## config.mk

```make
export PLATFORM = sky130hd
export DESIGN_NAME = fetch_ctrl
export DESIGN_NICKNAME = d
export VERILOG_FILES = /design/src/rtl/cpu_pkg.sv /design/src/rtl/ras_stack.sv /design/src/rtl/fetch_ctrl.sv
export SDC_FILE = /design/constraint.sdc
export NUM_CORES = 1
export LEC_CHECK = 0
export CAP_MARGIN = 20
export CORE_MARGIN = 1.5
export CORE_UTILIZATION = 44
export CTS_BUF_LIST = sky130_fd_sc_hd__clkbuf_2
export CTS_CLUSTER_DIAMETER = 40
export DETAILED_ROUTE_END_ITERATION = 12
export PLACE_DENSITY = 0.76
export SLEW_MARGIN = 20
export SYNTH_ARGS = -nofsm -noshare
export SYNTH_HDL_FRONTEND = slang
export SYNTH_HIERARCHICAL = 1
export SYNTH_SLANG_ARGS = --single-unit
```

## constraint.sdc

```tcl
create_clock -name clk -period 3.5 [get_ports clk]
set_input_delay 0.525 -clock clk [delete_from_list [all_inputs] [get_ports clk]]
set_output_delay 0.525 -clock clk [all_outputs]
set_load 0.01 [all_outputs]
```

## src/rtl/cpu_pkg.sv

```systemverilog
// Shared CPU front-end definitions.
// Holds default widths for the fetch path, the return-address stack depth
// and the instruction word used for reset/bubble contents.
package cpu_pkg;

  localparam int ADDR_W_DEF    = 8;
  localparam int INSTR_W_DEF   = 16;
  localparam int RAS_DEPTH_DEF = 4;

  localparam logic [15:0] NOP_INSTR = 16'h0000;

endpackage

```

## src/rtl/ras_stack.sv

```systemverilog
// Return-address stack: circular buffer with a write pointer and a count.
// Ports:
//   clk, reset          clock, synchronous active-high reset
//   push, pop           push_data onto / remove the top entry (pop wins)
//   push_data           return address to save
//   top                 newest entry (content undefined while empty)
//   empty, full         occupancy status
//   overflow            sticky: a push hit a full stack
//   underflow           sticky: a pop hit an empty stack
module ras_stack
  import cpu_pkg::*;
#(
  parameter int ADDR_W = ADDR_W_DEF,
  parameter int DEPTH  = RAS_DEPTH_DEF
) (
  input  logic              clk,
  input  logic              reset,
  input  logic              push,
  input  logic              pop,
  input  logic [ADDR_W-1:0] push_data,
  output logic [ADDR_W-1:0] top,
  output logic              empty,
  output logic              full,
  output logic              overflow,
  output logic              underflow
);

  localparam int PTR_W = (DEPTH > 1) ? $clog2(DEPTH) : 1;
  localparam int CNT_W = $clog2(DEPTH + 1);

  logic [ADDR_W-1:0] mem [DEPTH];
  // ptr addresses the next free slot; the newest entry sits just below it.
  // DEPTH is a power of two, so the pointer wraps on its own and a push
  // onto a full stack lands on the oldest entry.
  logic [PTR_W-1:0]  ptr;
  logic [PTR_W-1:0]  top_idx;
  logic [CNT_W-1:0]  count;

  assign top_idx = ptr - PTR_W'(1);
  assign empty   = (count == '0);
  assign full    = (count == CNT_W'(DEPTH));
  assign top     = mem[top_idx];

  always_ff @(posedge clk) begin
    if (reset) begin
      ptr       <= '0;
      count     <= '0;
      overflow  <= 1'b0;
      underflow <= 1'b0;
    end else if (pop) begin
      if (empty) begin
        underflow <= 1'b1;
      end else begin
        ptr   <= top_idx;
        count <= count - CNT_W'(1);
      end
    end else if (push) begin
      ptr <= ptr + PTR_W'(1);
      if (full) overflow <= 1'b1;
      else      count    <= count + CNT_W'(1);
    end
  end

  // Entry storage carries no reset; count alone decides what is live.
  always_ff @(posedge clk) begin
    if (push && !pop) mem[ptr] <= push_data;
  end

endmodule

```

## src/rtl/fetch_ctrl.sv

```systemverilog
// Fetch controller: drives the instruction memory from the PC register,
// registers the returned word with its address, and selects the next PC
// (stall / return / call / branch / sequential) with a return-address stack.
// Ports:
//   clk, reset               clock, synchronous active-high reset
//   pc_in, pc_next           PC register output / input
//   imem_addr, imem_rdata    combinational instruction memory read
//   stall                    hold fetch, ignore redirects this cycle
//   branch_taken, call, ret  redirect requests for the word in instr
//   target                   branch/call destination
//   instr, instr_pc          fetched word and its address
//   instr_valid              0 marks a bubble / squashed fetch
//   ras_overflow/underflow   sticky stack error flags
module fetch_ctrl
  import cpu_pkg::*;
#(
  parameter int ADDR_W    = ADDR_W_DEF,
  parameter int INSTR_W   = INSTR_W_DEF,
  parameter int RAS_DEPTH = RAS_DEPTH_DEF
) (
  input  logic               clk,
  input  logic               reset,
  input  logic [ADDR_W-1:0]  pc_in,
  output logic [ADDR_W-1:0]  pc_next,
  output logic [ADDR_W-1:0]  imem_addr,
  input  logic [INSTR_W-1:0] imem_rdata,
  input  logic               stall,
  input  logic               branch_taken,
  input  logic               call,
  input  logic               ret,
  input  logic [ADDR_W-1:0]  target,
  output logic [INSTR_W-1:0] instr,
  output logic [ADDR_W-1:0]  instr_pc,
  output logic               instr_valid,
  output logic               ras_overflow,
  output logic               ras_underflow
);

  logic              do_ret;
  logic              do_call;
  logic              do_branch;
  logic              redirect;
  logic              ras_push;
  logic              ras_pop;
  logic [ADDR_W-1:0] ras_top;
  logic [ADDR_W-1:0] ret_addr;
  logic              ras_empty;
  logic              ras_full;

  assign imem_addr = pc_in;

  // Redirects only count for a live instruction; ret beats a simultaneous call.
  assign do_ret    = instr_valid & ret;
  assign do_call   = instr_valid & call & ~ret;
  assign do_branch = instr_valid & branch_taken;
  assign redirect  = do_ret | do_call | do_branch;

  assign ras_push  = ~stall & do_call;
  assign ras_pop   = ~stall & do_ret;
  assign ret_addr  = ras_empty ? '0 : ras_top;

  always_comb begin
    pc_next = pc_in + ADDR_W'(1);
    if (stall)                      pc_next = pc_in;
    else if (do_ret)                pc_next = ret_addr;
    else if (do_call || do_branch)  pc_next = target;
  end

  ras_stack #(
    .ADDR_W (ADDR_W),
    .DEPTH  (RAS_DEPTH)
  ) u_ras (
    .clk       (clk),
    .reset     (reset),
    .push      (ras_push),
    .pop       (ras_pop),
    .push_data (instr_pc + ADDR_W'(1)),
    .top       (ras_top),
    .empty     (ras_empty),
    .full      (ras_full),
    .overflow  (ras_overflow),
    .underflow (ras_underflow)
  );

  // Fetch register stage: the word fetched alongside a redirect is on the
  // wrong path, so it is captured but marked invalid (one bubble).
  always_ff @(posedge clk) begin
    if (reset) begin
      instr       <= INSTR_W'(NOP_INSTR);
      instr_pc    <= '0;
      instr_valid <= 1'b0;
    end else if (!stall) begin
      instr       <= imem_rdata;
      instr_pc    <= pc_in;
      instr_valid <= ~redirect;
    end
  end

  a_call_ret_exclusive : assert property (
    @(posedge clk) disable iff (reset) !(instr_valid && call && ret));

  a_push_full_flags : assert property (
    @(posedge clk) disable iff (reset) (ras_push && ras_full) |=> ras_overflow);

endmodule

```

==> impl_results.md <==
- Clk slew on worst S/H paths: 180 ps
- Highest clock rate: 0.300 GHz
- Final count of hold timing violations: 0
- Core area: a little under 0.007 mm2
- Worst-Margin Slew: around 480 ps
- H-Tree Depth: 3
- CP Launch Type: flop
- Met2 wire length: ~3.2 mm
- TritonCTS Sinks: 64
- Tcrit/Tclk final: a little over nine tenths
- Max Buffers Root-to-Sink: 2
- Clk pwr share: 24.3%
- First-pass GRT wire length: between 10 and 15 mm
- Die width: 87.8 um
- Cell-internal power: 0.00108 W
- Worst Path Arrival: 2810 ps
- GPL Wtd Cong: 0.751
- Launching point of the worst reg2reg path: instr_valid$_SDFFE_PP0N_
- Largest net degree at the start of global routing: 34
- CP endpoint kind: primary output
- Share of cells above drive strength 1: between 10% and 20%
- Hold depth: 2
- Cell count of the worst reg-to-reg path: 6
- Synthesis-to-layout area growth: 28.0%
- Pwr Density: around 380 mW/mm2
- Critical Path Start: u_ras/ptr[1]$_SDFFE_PP0P_
- Multi-input logic area: 0.00138 mm2
- Syn_nets: 314
- Final ANT Viol Nets: 0
- Final Max Tran Viols: 0
- Routed WL: 6.90 mm
- Dpl hpwl: about 5.0 mm
- P_leak: between 1 and 1.5 nW
- Normalized max-slew margin: between 60 and 70%
- CTS Hold Bufs: 0
- Setup violators final: 0
- Full die area: between 0.007 and 0.008 mm2
- WHS: about 500 ps
- VDD IR-drop max: 0.000258 V
- Drt pass-1 iters: 4
- Critical-path cell list: inv_1 > ha_2 > mux4_2 > nor3b_1 > a21oi_1 > o21ai_0 > clkdlybuf4s50_1
- RSZ-0062 raised after global routing: no
- Critical Path RT: about 3000 ps
- Clk_lat worst skew: roughly 500 ps
- R2R Setup Slk: 1100 ps
- Initial DRC count: between 100 and 150
- Design Power: between 0.0015 and 0.002 W
- Remaining global-route overflow: 0
- Clock root buffer: clkbuf_2
- GRT Overall Usage: 18.5%
- Hold endpoint: u_ras/underflow$_SDFFE_PP0P_
- Synthesized area: roughly 0.0032 mm2
- Fillers: approximately 600
- Max layer used: met4
- Num CTS Buffers: 9
- Switching pwr: roughly 0.00044 W
- Metal-1 WL: 3.03 mm
- CP max stage cell: clkdlybuf4s50_1
- Hold Crit Class: reg -> reg
- Sw Share: between 20 and 30%
- CTS tree: yes
- Flop pwr share: between 50% and 60%
- Slowest stage delay, CP: 520 ps
- Hold path startpoint: u_ras/underflow$_SDFFE_PP0P_
- Initial cell density of the core: between 40% and 50%
- Die height: roughly 88 um
- IO Pins: approximately 80
- Number of max-cap violations: 0
- Synth Warn #: 6
- Via count: 2282
- Critical setup path kind: reg -> out
- Diodes inserted: 0
- R2r endpoint: u_ras/count[2]$_SDFFE_PP0P_
- Residual DRC: 0
- Outcome: finished clean
- Vias in the first global route: roughly 2100
- Metal3 WL: 568 um
- Tmin final: between 3000 and 4000 ps
- CP Max Fanout: 10
- Vias per inst: ~5.2
- Clock skew: 19.8 ps
- TNS Setup: 0 ps
- Sequential Area: 0.00160 mm2
- Row count: 30
- Syn Area/Cell: 11.8 um2
- Routed WL per cell: ~16 um
- Combinational cell fraction of total power: approximately a fifth
- Initial antenna violation count: 0
- Synth Instances: about 270
- Port bufs: 80
- Nets@finish: 386
-- state kept, by name, summed over array words and instances, names as in the netlist --
register,flops
u_ras/underflow,1
instr_pc,8
instr,16
u_ras/mem,32
u_ras/overflow,1
u_ras/ptr,2
instr_valid,1
u_ras/count,3
-- cells in the final DEF, fill, tap and decap left out, drive strengths merged, types with 4 or more instances in the layout --
master	count
clkdlybuf4s50	79
nor2	37
dfxtp	32
edfxtp	32
mux2i	27
nand2	11
a21oi	10
clkbuf	9
o21ai	9
inv	8
mux4	8
xnor2	6
nand3	6
nor3	6
ha	6
nor3b	5
xor2	5
o21a	5
buf	5
and2	4
clkinv	4
-- power by group through the flow --
stage          Clock (W)  Combinational (W)  Sequential [W]
6_report        0.000370           0.000314        0.000836
5_1_grt         0.000419           0.000340        0.000839
4_1_cts         0.000383           0.000316        0.000836
3_5_place_dp           0           0.000313        0.000852
3_3_place_gp           0           0.000308        0.000851
2_1_floorplan          0           0.000168        0.000854
-- layer usage --
metal  GRT usage [%]  vias up
met1            24.4     1081
met3            6.88        9
met2            28.9       88
met5               0        -
met4            4.62        0
li1                -     1104
-- metrics by stage --
stage / cell area [um2] / worst slack (ps) / utilization [%] / instances
floorplan: 3160 / 1010 / - / 269
global placement: 3960 / 422 / 57.6 / 426
detailed placement: 3960 / 374 / 57.6 / 426
CTS: 4050 / 55.0 / 58.9 / 442
global route: 4050 / 13.8 / 59.0 / 442
finish: 4050 / 162 / 59.0 / 442
-- worst max-delay path by stage --
stage | to | slack (ps) | cells past startpoint
global placement | pc_next[6] | 420 | 7
detailed placement | pc_next[6] | 370 | 7
floorplan | u_ras/count[2]$_SDFFE_PP0P_ | 1010 | 9
CTS | pc_next[5] | 50 | 7
global route | pc_next[5] | 10 | 7
finish | pc_next[5] | 160 | 7
-- worst max-delay path: cells and delay by family, from the launching register on --
family | cells | cell delay, ps
muxes | 1 | 340
buffers and inverters | 2 | 620
AOI/OAI and AO/OA | 2 | 290
DFF | 1 | 430
and+or+nand+nor | 1 | 160
adders and majority gates | 1 | 480
-- area by class of cell --
cell class | count | area share [%]
clock buffer | 9 | 1.11
clock inverter | 7 | 1.20
inverter | 8 | 0.741
multi-input combinational | 174 | 34.1
sequential | 64 | 39.5
tap | 96 | 2.96
timing repair buffer | 84 | 20.4
-- what timing repair did --
item	4_1_cts	5_1_grt
endpoints found under the setup margin	0	5
setup buffers	0	0
hold endpoints to repair	0	0
gates resized for setup	0	1
(Power assumes the default switching activity.)
